### config.mk
export PLATFORM = sky130hd
export DESIGN_NAME = wr_frame_ring_addr_ctrl
export DESIGN_NICKNAME = d
export VERILOG_FILES = /design/src/rtl/wr_addr_ctrl_pkg.sv /design/src/rtl/sync_rise_det.sv /design/src/rtl/wr_frame_ring_addr_ctrl.sv
export SDC_FILE = /design/constraint.sdc
export NUM_CORES = 1
export LEC_CHECK = 0
export ABC_CLOCK_PERIOD_IN_PS = 6500
export CORE_MARGIN = 2
export CORE_UTILIZATION = 38
export CTS_CLUSTER_DIAMETER = 30
export DETAILED_ROUTE_END_ITERATION = 12
export GPL_ROUTABILITY_DRIVEN = 0
export GPL_TIMING_DRIVEN = 0
export HOLD_SLACK_MARGIN = 0.1
export PLACE_DENSITY = 0.73
export SLEW_MARGIN = 20
export SYNTH_ARGS = -nofsm -noshare
export SYNTH_HDL_FRONTEND = slang
export SYNTH_SLANG_ARGS = --single-unit
export TNS_END_PERCENT = 1
### constraint.sdc
create_clock -name clk -period 6.5 [get_ports clk]
set_input_delay 0.65 -clock clk [delete_from_list [all_inputs] [get_ports clk]]
set_output_delay 0.65 -clock clk [all_outputs]
set_load 0.01 [all_outputs]
### src/rtl/wr_addr_ctrl_pkg.sv
// Shared definitions for the frame-ring write address controller.
package wr_addr_ctrl_pkg;

    // Request FSM encoding.
    typedef enum logic [1:0] {
        ST_IDLE  = 2'd0,
        ST_ISSUE = 2'd1,
        ST_BUSY  = 2'd2
    } state_e;

    // Width of the saturating lost-vsync counter.
    localparam int DROP_CNT_W = 16;

endpackage : wr_addr_ctrl_pkg

### src/rtl/sync_rise_det.sv
// Synchronises an asynchronous level into clk and emits a 1-cycle pulse on its rising edge.
module sync_rise_det #(
    parameter int STAGES = 2
) (
    input  logic clk,
    input  logic rst_n,
    input  logic d_async,
    output logic rise
);

    logic [STAGES-1:0] sync_q;
    logic              hist_q;

    // Metastability chain followed by one history flop for edge detection.
    always_ff @(posedge clk or negedge rst_n) begin
        if (!rst_n) begin
            sync_q <= '0;
            hist_q <= 1'b0;
        end else begin
            // NOTE: non-blocking assignments let every flop sample the previous value, forming a true shift chain.
            sync_q <= {sync_q[STAGES-2:0], d_async};
            hist_q <= sync_q[STAGES-1];
        end
    end

    assign rise = sync_q[STAGES-1] & ~hist_q;

endmodule : sync_rise_det

### src/rtl/wr_frame_ring_addr_ctrl.sv
// Frame-ring write address controller: one address/length request per input frame,
// skipping the block the reader owns, and publishing the last completed block.
module wr_frame_ring_addr_ctrl
    import wr_addr_ctrl_pkg::*;
#(
    parameter int          N_FRAMES     = 4,
    parameter logic [31:0] START_ADDR   = 32'h0000_0000,
    parameter logic [31:0] BLOCK_SIZE   = 32'h0008_0000,
    parameter logic [31:0] WR_NUM       = 32'd3600,
    parameter int          ADDR_WIDTH   = 30,
    parameter int          WR_NUM_WIDTH = 28,
    parameter int          ADDR_SHIFT   = 2,
    parameter int          SYNC_STAGES  = 2,
    parameter int          IDX_W        = 5
) (
    input  logic                    clk,
    input  logic                    rst_n,
    input  logic                    wr_vs,
    input  logic                    wr_ddr_done,
    input  logic                    wr_addr_ready,
    input  logic                    freeze,
    input  logic [IDX_W-1:0]        rd_frame_idx,
    output logic                    wr_addr_valid,
    output logic [ADDR_WIDTH-1:0]   wr_ddr_addr,
    output logic [WR_NUM_WIDTH-1:0] wr_ddr_num,
    output logic [IDX_W-1:0]        wr_frame_idx,
    output logic [IDX_W-1:0]        last_frame_idx,
    output logic                    last_frame_vld,
    output logic [DROP_CNT_W-1:0]   frame_drop_cnt
);

    localparam logic [IDX_W-1:0] LAST_IDX = IDX_W'(N_FRAMES - 1);
    localparam logic [IDX_W-1:0] ONE_IDX  = IDX_W'(1);

    // Edge pulses from the asynchronous inputs.
    logic vs_rise;
    logic done_rise;

    sync_rise_det #(.STAGES(SYNC_STAGES)) u_vs_det (
        .clk     (clk),
        .rst_n   (rst_n),
        .d_async (wr_vs),
        .rise    (vs_rise)
    );

    sync_rise_det #(.STAGES(SYNC_STAGES)) u_done_det (
        .clk     (clk),
        .rst_n   (rst_n),
        .d_async (wr_ddr_done),
        .rise    (done_rise)
    );

    // Registered state and outputs.
    state_e                  state_q;
    logic                    pend_q;
    logic                    wr_addr_valid_q;
    logic [ADDR_WIDTH-1:0]   wr_ddr_addr_q;
    logic [IDX_W-1:0]        wr_frame_idx_q;
    logic [IDX_W-1:0]        last_frame_idx_q;
    logic                    last_frame_vld_q;
    logic [DROP_CNT_W-1:0]   drop_cnt_q;

    // Next-block candidates; the address is derived from registered index and reader index only.
    logic [IDX_W-1:0]      inc_idx;
    logic [IDX_W-1:0]      next_idx_d;
    logic [31:0]           word_addr;
    logic [ADDR_WIDTH-1:0] wr_ddr_addr_d;

    // Pick the next ring block, stepping over the reader's block, and form its byte address.
    always_comb begin
        // NOTE: every signal gets a value on every path here, so no latch is inferred.
        inc_idx    = (wr_frame_idx_q == LAST_IDX) ? '0 : wr_frame_idx_q + ONE_IDX;
        next_idx_d = inc_idx;
        if (inc_idx == rd_frame_idx) begin
            next_idx_d = (inc_idx == LAST_IDX) ? '0 : inc_idx + ONE_IDX;
        end
        word_addr     = START_ADDR + 32'(next_idx_d) * BLOCK_SIZE;
        wr_ddr_addr_d = ADDR_WIDTH'(word_addr << ADDR_SHIFT);
    end

    // Request FSM with registered outputs, pending-frame tracking and drop counting.
    always_ff @(posedge clk or negedge rst_n) begin
        if (!rst_n) begin
            state_q          <= ST_IDLE;
            pend_q           <= 1'b0;
            wr_addr_valid_q  <= 1'b0;
            wr_ddr_addr_q    <= '0;
            wr_frame_idx_q   <= '0;
            last_frame_idx_q <= '0;
            last_frame_vld_q <= 1'b0;
            drop_cnt_q       <= '0;
        end else begin
            case (state_q)
                ST_IDLE: begin
                    if ((vs_rise || pend_q) && !freeze) begin
                        state_q         <= ST_ISSUE;
                        wr_addr_valid_q <= 1'b1;
                        wr_frame_idx_q  <= next_idx_d;
                        wr_ddr_addr_q   <= wr_ddr_addr_d;
                        pend_q          <= 1'b0;
                    end else if (freeze) begin
                        // A frozen ring forgets any frame waiting to launch.
                        pend_q <= 1'b0;
                    end
                end
                ST_ISSUE: begin
                    if (wr_addr_ready) begin
                        state_q         <= ST_BUSY;
                        wr_addr_valid_q <= 1'b0;
                    end
                end
                ST_BUSY: begin
                    if (done_rise) begin
                        state_q          <= ST_IDLE;
                        last_frame_idx_q <= wr_frame_idx_q;
                        last_frame_vld_q <= 1'b1;
                    end
                end
                default: begin
                    state_q         <= ST_IDLE;
                    wr_addr_valid_q <= 1'b0;
                end
            endcase

            // While a request is in flight, hold one frame back and count any beyond that.
            if (state_q != ST_IDLE && vs_rise) begin
                if (!pend_q) begin
                    pend_q <= 1'b1;
                end else if (drop_cnt_q != '1) begin
                    drop_cnt_q <= drop_cnt_q + DROP_CNT_W'(1);
                end
            end
        end
    end

    assign wr_addr_valid  = wr_addr_valid_q;
    assign wr_ddr_addr    = wr_ddr_addr_q;
    assign wr_ddr_num     = WR_NUM_WIDTH'(WR_NUM);
    assign wr_frame_idx   = wr_frame_idx_q;
    assign last_frame_idx = last_frame_idx_q;
    assign last_frame_vld = last_frame_vld_q;
    assign frame_drop_cnt = drop_cnt_q;

endmodule : wr_frame_ring_addr_ctrl

**Word level (Yosys, flattened, before mapping)**

Cells that the tools add are included.

- Multiply operators: 0
- Reductions and logical operators: 11
- Divide/modulo/power cells: 0
- Bitwise gates (word level): 5
- Equality and inequality tests: 9
- Add/sub/neg operators: 3
- $lt $le $gt $ge: 0
- Shift-type cells: 0
- Multiplexer cells: 15

Operators with widths:

| operator | number |
|---|---|
| 16-bit by 1-bit adder with 16-bit output (second input constant) | 1 |
| 16-bit inequality test (second input constant) | 1 |
| 5-bit 2-to-1 mux | 3 |
| 5-bit by 1-bit adder with 5-bit output (second input constant) | 2 |
| 5-bit by 2-bit == test with 1-bit output (second input constant) | 2 |
| 3-bit AND reduction | 3 |
| 1-bit 2-to-1 mux | 7 |
| 2-bit 2-to-1 mux | 3 |
| 2-bit inequality test (second input constant) | 3 |
| 2-bit one-hot mux with 3 select lines | 1 |
| 5-bit == test | 1 |
| 2-bit AND reduction | 2 |
| 1-bit NOT | 3 |
| 1-bit one-hot mux with 3 select lines | 1 |
| 1-bit bitwise AND | 2 |
| 2-bit by 1-bit == test with 1-bit output (second input constant) | 1 |
| 2-bit == test (second input constant) | 1 |
| 1-bit logical AND | 2 |
| 2-bit logical NOT | 1 |
| 2-bit nonzero test | 1 |
| 1-bit logical NOT | 1 |
| 1-bit logical OR | 1 |

- ROM bits: 0
- Memory bits (writable): 0
- Logic and storage cells: 54
- Input bits: 11
- Output and inout port bits: 86
- Bits in latches: 0
- Flip-flop bits (word level): 37
- Memories: 0

**Depth between registers and ports, before layout**

- Depth in word-level cells: 8
- Gate-level depth with buffers: 8
- Mapped depth without buffers: 7

**Hierarchy**

From an unflattened synthesis, not the netlist that was laid out.

- Cells, all modules: 238
- Area total of the unflattened synthesis: 2,338.5 µm²

By module, submodules not included:

| module | times used | area an instance (µm²) | seq. area each (µm²) | cells an instance |
|---|---|---|---|---|
| wr_frame_ring_addr_ctrl | 1 | 2,160.8 | 775.7 | 230 |
| sync_rise_det | 2 | 88.8 | 75.1 | 4 |

**Worst setup path before layout**

OpenSTA, ideal clock, no wires.

- Kind: reg2reg
- Start point: reg wr_ddr_addr[21] (netlist name)
- End point: reg wr_ddr_addr_q[25], in the netlist wr_ddr_addr[25]
- Stages on the path, launching flop included: 8
- Clock period less this slack: 2.310 ns
- Setup slack: 4.190 ns
- Arrival: 2.180 ns
- Cell sequence: dfrtp_1 > ha_1 > buf_4 > a31oi_1 > xor2_1 > or4b_4 > a211oi_2 > o211ai_1

RTL lines:

| what | RTL line | source |
|---|---|---|
| end signal, assigned | wr_frame_ring_addr_ctrl.sv:99 | `wr_ddr_addr_q <= wr_ddr_addr_d;` |
| end, declared | wr_frame_ring_addr_ctrl.sv:57 | `logic [ADDR_WIDTH-1:0] wr_ddr_addr_q;` |

==> flow_summary.yaml <==
critical_path:
  crit_path_max_incr_delay_ps: 530
  cp_data_required_time_ps: 6660
  startpoint_type: "flop"
  slowest_stage: "or4b_4"
  worstSetupPathDepth: 8
  crit_arrival_ps: 2650
  r2r_slack_ps: 4010
  reg2regPathDepth: 8
  path_class: "reg -> reg"
  path_common_cell: "o21ai_0"
  crit_fanout: 10
  critPathCaptureType: "flop"
  path_delay_family: "compound AO/OA/AOI/OAI gates"
  worstPathCellList: "ha_1 > buf_4 > o21ai_0 > o21ai_0 > xor2_1 > or4b_4 > a211oi_2 > o211ai_1"
  path_buf_inv: 1
synth:
  yosysTopAreaCellShare_pct: 40.66
  syn-cell-area_mm2: 0.002277
  synth-async-reset-ratio_pct: 100.0
  ys_ff_latch: 37
  synth_area_per_cell_um2: 9.732
  ys_types: 40
  synth_area_leader_cell: "dfrtp_1"
  synth-simple-area-share_pct: 16.76
  synth_top_family_by_area: "buffers and inverters"
  netlist_instances: 234
  yosys-top-cells-area: "dfrtp_1 41%, buf_4 20%, xnor2_1 5.0%, xor2_1 4.2%, mux2_2 3.0%"
  synthXorXnorAreaFrac_pct: 9.231
  synth-seq-area-share_pct: 40.66
  ys.flop_type: "dfrtp_1"
  ys_warn_count: 0
  synth-edff-count: 0
  synthMuxAreaShare_pct: 3.407
  synth_compound_area_share_pct: 6.923
  synth_fa_ha_area_share_pct: 1.648
status:
  status: "finished, final reports clean"
die:
  ios: 97
  rows: 28
  start_util_pct: 38.92
  die_h_um: 81.41
  core_mm2: 0.005851
  fp.dieW_um: 81.41
  die-area_mm2: 0.006628
cts:
  clockRootBuffer: "clkbuf_8"
  cts_buffer_depth: 2
  h-tree-depth: 2
  ctsHoldBuffers: 0
  clkLatencyLatePin_ps: 280
  cts_setup_buffers: 0
  cts_repair_resize_count: 0
  path_clk_slew_ps: 70
  cts_tree: "built"
  numCtsBuffers: 5
  clkSinkCount: 37
layout:
  fill_cells: 552
  area_growth_pct: 36.48
  drive_above_1_share_pct: 24.70
  antennaDiodeCount: 0
  fin_nets: 350
timing:
  fin_crit_sh_pct: 38.38
  finClkSkew_ps: 4.326
  fmax_mhz: 400.9
  slew_headroom_pct: 51.33
  finalSetupViolCount: 0
  hold_violations: 0
  rsz0062_at_grt: "no"
  hold_ws_ps: 295.0
  drv_slew: 0
  min_period_ps: 2495
  worstMarginPinSlew_ps: 728.1
  setup_tns_ps: 0
placed_design:
  hpwl_um: 3225
  io_buffers: 43
drt:
  via_per_inst: 4.207
  antenna_left: 0
  drt_iter0_markers: 86
  routedWlPerCell_um: 9.774
  post-route-drc-count: 0
  dr.pass1.iters: 4
  wirelength_um: 4017
  dr_total_vias: 1729
run:
  cap_viol_max_count: 0
power:
  ir_worst_vdd_v: 0.0001513
  p_leak_nw: 1.509
  pwr_density_cell_mw_per_mm2: 276.3
  p_total_mw: 0.8587
global_routing:
  gr-usage-all-layers_pct: 12.56
  grt_util_met1_pct: 15.54
  grtUsageMet2_pct: 20.98
  antenna_found_initial: 0
  grt-busiest-layer: "met2"
  grt_first_pass_wirelength_um: 6437
  grt_pass1_vias: 1459
  grt_overflow: 0
  grt_max_degree: 22
  grt_util_met3_pct: 4.066
min_path:
  hp-class: "in -> async"
-- through the flow --
stage | util, % | setup WS, ps | cell area, µm² | instances
5_1_grt | 53.12 | 3806 | 3108 | 411
6_report | 53.12 | 4005 | 3108 | 411
4_1_cts | 53.12 | 4020 | 3108 | 411
3_5_place_dp | 51.65 | 3939 | 3022 | 404
2_1_floorplan | - | 4190 | 2469 | 285
3_3_place_gp | 51.15 | 3924 | 2993 | 403
-- cell usage after synthesis, drive strengths merged, types with 3 or more instances --
cell / number
buf: 62
dfrtp: 37
nand2: 16
xnor2: 13
xor2: 11
nor2: 10
nand3: 9
o21ai: 9
nand4: 7
mux2: 6
and3: 5
inv: 5
nor3: 5
a21oi: 4
a31oi: 4
and4: 3
ha: 3
nor2b: 3
-- metal layers --
metal	vias up	share of wire, %
met1	770	43
li1	891	-
met5	-	0
met2	61	47
met4	0	1.0
met3	7	8.5
-- registers in the layout (all words and copies together), names as in the netlist --
name,flops
frame_drop_cnt,16
last_frame_idx,5
wr_ddr_addr,5
state_q,2
u_done_det.sync_q,2
u_vs_det.sync_q,2
last_frame_vld,1
pend_q,1
u_done_det.hist_q,1
u_vs_det.hist_q,1
wr_addr_valid,1
-- final timing paths --
check,startpoint,to
max in group asynchronous,rst_n,wr_ddr_addr[21]
max reg2reg,wr_ddr_addr[22],wr_ddr_addr[25]
min reg2reg,u_vs_det.sync_q[0],u_vs_det.sync_q[1]
min,rst_n,frame_drop_cnt[13]
max,wr_ddr_addr[22],wr_ddr_addr[25]
min in group clk,u_vs_det.sync_q[0],u_vs_det.sync_q[1]
-- power breakdown --
group | total, mW | switching [mW] | leakage [nW] | internal, mW
registers | 0.319 | 0.0460 | 0.477 | 0.273
logic | 0.382 | 0.179 | 0.987 | 0.203
clock network | 0.158 | 0.0738 | 0.0443 | 0.0840
-- cells in the final DEF, fill, tap and decap left out, types with 2 or more instances in the layout --
cell type | Yosys | final
clkbuf_8 | 0 | 6
nor2b_1 | 3 | 3
dfrtp_1 | 37 | 37
buf_2 | 2 | 3
xor2_1 | 11 | 11
ha_1 | 3 | 3
mux2_2 | 6 | 6
buf_4 | 60 | 60
nor2_1 | 10 | 10
nand4_1 | 7 | 7
nand3_1 | 8 | 8
a31oi_1 | 4 | 4
conb_1 | 2 | 53
or2_2 | 2 | 2
o21ai_0 | 8 | 8
xnor2_1 | 13 | 13
nor3_1 | 5 | 5
clkdlybuf4s50_1 | 0 | 42
and4_1 | 3 | 3
nand2_1 | 16 | 16
nor4_1 | 2 | 2
and3_1 | 5 | 5
a21oi_1 | 4 | 4
inv_1 | 5 | 5
-- final cells by class --
cell class / instances / area (µm²) / share of cell area (%)
Clock buffer: 7 / 86.33 / 2.778
Sequential cell: 37 / 925.9 / 29.79
Multi-Input combinational cell: 181 / 1070 / 34.42
Buffer: 62 / 460.4 / 14.81
Inverter: 5 / 18.77 / 0.6039
Timing Repair Buffer: 44 / 452.9 / 14.57
Tap cell: 75 / 93.84 / 3.019
-- cell families after synthesis --
family,count (synthesis)
buf+inv,67
xor+xnor,24
mux,7
other cells,2
compound gates,25
flops,37
simple gates,69
fa+ha+maj,3
Power figures use the tool's default switching activity.
